**src/rtl/jtframe_rom_resp.sv**
```systemverilog
// ROM port responder: turns a 32-bit read request into two 16-bit memory reads
// and turns download byte writes into single masked memory writes.
module jtframe_rom_resp #(
    parameter int AW = 22
) (
    input  logic          clk,
    input  logic          rst,
    input  logic          downloading,
    input  logic          prog_we,
    input  logic [AW-1:0] prog_addr,
    input  logic [7:0]    prog_data,
    input  logic [1:0]    prog_mask,
    input  logic          sdram_req,
    input  logic [AW-1:0] sdram_addr,
    output logic          sdram_ack,
    output logic          data_dst,
    output logic          data_rdy,
    output logic [31:0]   data_read,
    output logic          mem_req,
    output logic          mem_we,
    output logic [AW-1:0] mem_addr,
    output logic [15:0]   mem_wdata,
    output logic [1:0]    mem_dqm,
    input  logic          mem_ack,
    input  logic [15:0]   mem_rdata
);

    typedef enum logic [2:0] {
        IDLE    = 3'd0,
        RD_LO   = 3'd1,
        RD_HI   = 3'd2,
        WR      = 3'd3,
        WR_WAIT = 3'd4
    } state_t;

    state_t        state_r;
    logic [AW-1:0] addr_r;
    logic [AW-1:0] addr_inc_s;

    // Upper word address; natural AW-bit overflow gives the wrap to zero.
    assign addr_inc_s = addr_r + {{(AW-1){1'b0}}, 1'b1};

    // Access sequencer with registered handshake and memory-side outputs.
    always_ff @(posedge clk) begin
        if (rst) begin
            state_r   <= IDLE;
            addr_r    <= {AW{1'b0}};
            sdram_ack <= 1'b0;
            data_dst  <= 1'b0;
            data_rdy  <= 1'b0;
            data_read <= 32'd0;
            mem_req   <= 1'b0;
            mem_we    <= 1'b0;
            mem_addr  <= {AW{1'b0}};
            mem_wdata <= 16'd0;
            mem_dqm   <= 2'b00;
        end else begin
            sdram_ack <= 1'b0;
            data_dst  <= 1'b0;
            data_rdy  <= 1'b0;
            case (state_r)
                IDLE: begin
                    if (downloading && prog_we) begin
                        state_r   <= WR;
                        mem_req   <= 1'b1;
                        mem_we    <= 1'b1;
                        mem_addr  <= prog_addr;
                        mem_wdata <= {prog_data, prog_data};
                        mem_dqm   <= prog_mask;
                    end else if (!downloading && sdram_req) begin
                        state_r   <= RD_LO;
                        addr_r    <= sdram_addr;
                        sdram_ack <= 1'b1;
                        mem_req   <= 1'b1;
                        mem_we    <= 1'b0;
                        mem_addr  <= sdram_addr;
                        mem_dqm   <= 2'b00;
                    end else begin
                        state_r   <= IDLE;
                    end
                end
                // The request stays up across the two halves so the upper
                // word is issued right after the lower one completes.
                RD_LO: begin
                    if (mem_ack) begin
                        state_r         <= RD_HI;
                        data_read[15:0] <= mem_rdata;
                        data_dst        <= 1'b1;
                        mem_addr        <= addr_inc_s;
                    end else begin
                        state_r         <= RD_LO;
                    end
                end
                RD_HI: begin
                    if (mem_ack) begin
                        state_r          <= IDLE;
                        data_read[31:16] <= mem_rdata;
                        data_rdy         <= 1'b1;
                        mem_req          <= 1'b0;
                    end else begin
                        state_r          <= RD_HI;
                    end
                end
                WR: begin
                    if (mem_ack) begin
                        state_r   <= WR_WAIT;
                        sdram_ack <= 1'b1;
                        mem_req   <= 1'b0;
                        mem_we    <= 1'b0;
                    end else begin
                        state_r   <= WR;
                    end
                end
                // Hold here until the requester releases prog_we so a long
                // write strobe is not taken as a second write.
                WR_WAIT: begin
                    if (!prog_we) begin
                        state_r <= IDLE;
                    end else begin
                        state_r <= WR_WAIT;
                    end
                end
                default: begin
                    state_r <= IDLE;
                    mem_req <= 1'b0;
                    mem_we  <= 1'b0;
                end
            endcase
        end
    end

endmodule

```
**config.mk**
```make
export PLATFORM = sky130hd
export DESIGN_NAME = jtframe_rom_resp
export DESIGN_NICKNAME = d
export VERILOG_FILES = /design/src/rtl/jtframe_rom_resp.sv
export SDC_FILE = /design/constraint.sdc
export NUM_CORES = 1
export LEC_CHECK = 0
export BUFFER_PORTS_ARGS = -buffer_cell sky130_fd_sc_hd__buf_2
export CORE_MARGIN = 4
export CORE_UTILIZATION = 40
export DETAILED_ROUTE_END_ITERATION = 8
export GPL_TIMING_DRIVEN = 1
export PLACE_DENSITY = 0.69
export RECOVER_POWER = 50
export SYNTH_ARGS = -nofsm -noshare
export SYNTH_HDL_FRONTEND = slang
export SYNTH_SLANG_ARGS = --single-unit
export TNS_END_PERCENT = 20
```
**constraint.sdc**
```tcl
create_clock -name clk -period 2 [get_ports clk]
set_clock_uncertainty 0.15 [all_clocks]
set_input_delay 0.4 -clock clk [delete_from_list [all_inputs] [get_ports clk]]
set_output_delay 0.4 -clock clk [all_outputs]
set_load 0.1 [all_outputs]
```
==> run summary <==
power density cells - 874.7 nW/um^2
wire length on met1 - 5943 um
layout cells sized above 1 - 34.11%
largest area contributor in the netlist - dfxtp_1
Core Region - 10,460 sq um
Inserted Diodes - 0
final net count - 799
r2r endpoint - mem_addr[16]
r2r setup slk - -10 ps
Synth Warn # - 0
clk sinks - 94
Cells after Synth - 551
Routed met3 length - 982 um
share of synthesized flip-flops with an asynchronous set or reset - 0%
min-delay src - mem_rdata[6]
# DRC - 0
setup violators final - 2
status - finished with violations
crit end category - register
type of origin of the critical path - register
maximum vdd drop - 0.4942 mV
Tmin final - 2014 ps
Required @ worst endpoint - 2140 ps
Max Fclk - 0.4965 GHz
crit path DAT - 2150 ps
max layer used - met4
maxcap violations - 0
dpl hpwl - 10,130 um
share of the synthesized area in the top cell type - 43.26%
WL met2 - 6265 um
Min-Delay Endpoint - data_read[6]
Clk pin slew, worst setup/hold paths - 100 ps
grt ovf - 0
Top Ports - 153
fin crit share - 100.7%
WL final - 13,650 um
via count - 4,672
Buffers on Ports - 152
Crit Path Max Fanout - 6
Crit Path Category - register to register
Post-Syn Area - 4350 sq um
synth top area cells - dfxtp_1 (43%), nand2_1 (13%), a21oi_1 (8.9%)
sequential share of the synthesized area - 43.26%
Die Y-Extent - 112.3 um
number of CTS-inserted buffers - 9
Slew HR - 62.40%
first-pass GRT wire length - 22,110 um
CP max-delay cell - or4_4
drt via density - 5.414
Worst Hold Depth - 3
DRT iter0 DRCs - 379
worst-skew pair later-pin latency - 370 ps
# rows - 37
Power Total - 5.066 mW
Critical R2R Launch - addr_r[0]
Layout area overhead - 33.13%
RePlAce Congestion - 0.9156
CTS Root Cell - clkbuf_8
largest net degree at the start of global routing - 57
P_leak - 2.402 nW
Critical Path Max Stage Delay - 580 ps
Slew Limit Fails - 0
CTS Hold Buffers Added - 0
RSZ-0062 raised after global routing - yes
All-Layer GR Usage - 21.36%
htree depth - 3
DIE WIDTH - 112.3 um
Die ar. - 12,610 sq um
Worst-Margin Slew - 566.5 ps
most common library cells after synthesis - nand2_1 (148), dfxtp_1 (94), a21oi_1 (77)
syn nets - 628
Fin Hold WS - 116.8 ps
fillers - 1,015
failing checks - negative setup slack
number of global-route vias before repair - 4,603
CTS tree - done
Avg Cell Area, Syn - 7.896 sq um
Bufs on Longest Clock Path - 2
antenna violations before repair - 0
final hold violation count - 0
synth unique cells - 56
Final ANT Viol Nets - 0
Final WS setup - -14.01 ps
Initial DRT Pass Iterations - 5
Final Util - 55.36%
register bit total from synthesis - 94
Initial Utilization - 41.58%
Wirelength per Cell - 15.82 um
number of flops mapped to enable cells by yosys - 0
most common cell in the netlist - nand2_1
Worst Hold Class - input port to register
reg2reg path depth - 5
worst path cell trace - ha_4 > nand3_2 > or4_4 > or4_1 > a311oi_1
Main synth FF type - dfxtp_1
## critical path: cells and delay by family, from the launching register on
kind,cells,cell delay [ps]
adders and majority gates,1,140
and+or+nand+nor,3,1070
DFF,1,360
AOI/OAI and AO/OA,1,200
## per-stage QoR
stage / std cells / worst slack [ps] / setup TNS (ps) / area, sq um
5_1_grt: 863 / -67.37 / -150.8 / 5792
3_5_place_dp: 847 / -148.4 / -266.0 / 5553
4_1_cts: 863 / -45.05 / -45.05 / 5776
3_3_place_gp: 847 / -131.8 / -175.2 / 5553
2_1_floorplan: 551 / -144.7 / -242.3 / 4372
6_report: 863 / -14.01 / -26.74 / 5792
## kinds of logic after synthesis
logic type	count (synthesis)	share of synthesized area (%)
and+or+nand+nor	237	25.22
AOI/OAI and AO/OA	143	20.22
DFF	94	43.26
buffers and inverters	51	5.177
muxes	17	4.228
xor gates and xnor gates	8	1.611
adders and majority gates	1	0.2876
## flip-flops by register name, summed over array words and instances (netlist names), 2 cells and up
name	flops
state_r	3
mem_dqm	2
mem_wdata	8
mem_addr	22
addr_r	22
data_read	32
## power breakdown
group          internal [mW]  total [mW]  leakage (nW)  switching, mW
clock                  0.683        1.37         0.105          0.689
sequential              2.00        2.08         0.768         0.0815
combinational          0.397        1.62          1.53           1.22
total                   3.08        5.07          2.40           1.99
## routing by layer
metal / up-vias / GRT usage, %
li1: 2269 / -
met1: 2162 / 27.97
met2: 203 / 33.97
met3: 38 / 3.720
met4: 0 / 10.66
met5: - / 0
## layout by cell type (no fill, tap or decap), types with 12 or more instances in the layout
cell type	instances
a211oi_1	13
a21oi_1	77
buf_2	96
buf_4	47
clkbuf_2	59
clkbuf_8	12
dfxtp_1	92
nand2_1	148
nor2_1	18
## final cells by class
type	instances	area (sq um)	share of cell area [%]
Sequential cell	94	1884	32.53
Multi-Input combinational cell	406	2300	39.71
Inverter	5	18.77	0.3240
Timing Repair Buffer	206	1200	20.72
Clock buffer	12	165.2	2.852
Clock inverter	4	53.80	0.9289
Tap cell	136	170.2	2.938
## worst max path at each step
stage                     startpoint  cells after the start      endpoint  slack, ps
after floorplan            addr_r[1]                      6  mem_addr[16]       -140
after global placement     addr_r[1]                      5  mem_addr[16]       -130
after detailed placement   addr_r[1]                      5  mem_addr[16]       -150
after CTS                  addr_r[0]                      5  mem_addr[16]        -50
after global routing       addr_r[0]                      5  mem_addr[16]        -70
final                      addr_r[0]                      5  mem_addr[16]        -10
## timing repair
action                                  in CTS  in global routing
buffers inserted                             0                  0
pin swaps                                    5                  3
endpoints found under the setup margin       3                 29
gates resized for setup                      1                  5
Power figures use the tool's default switching activity.
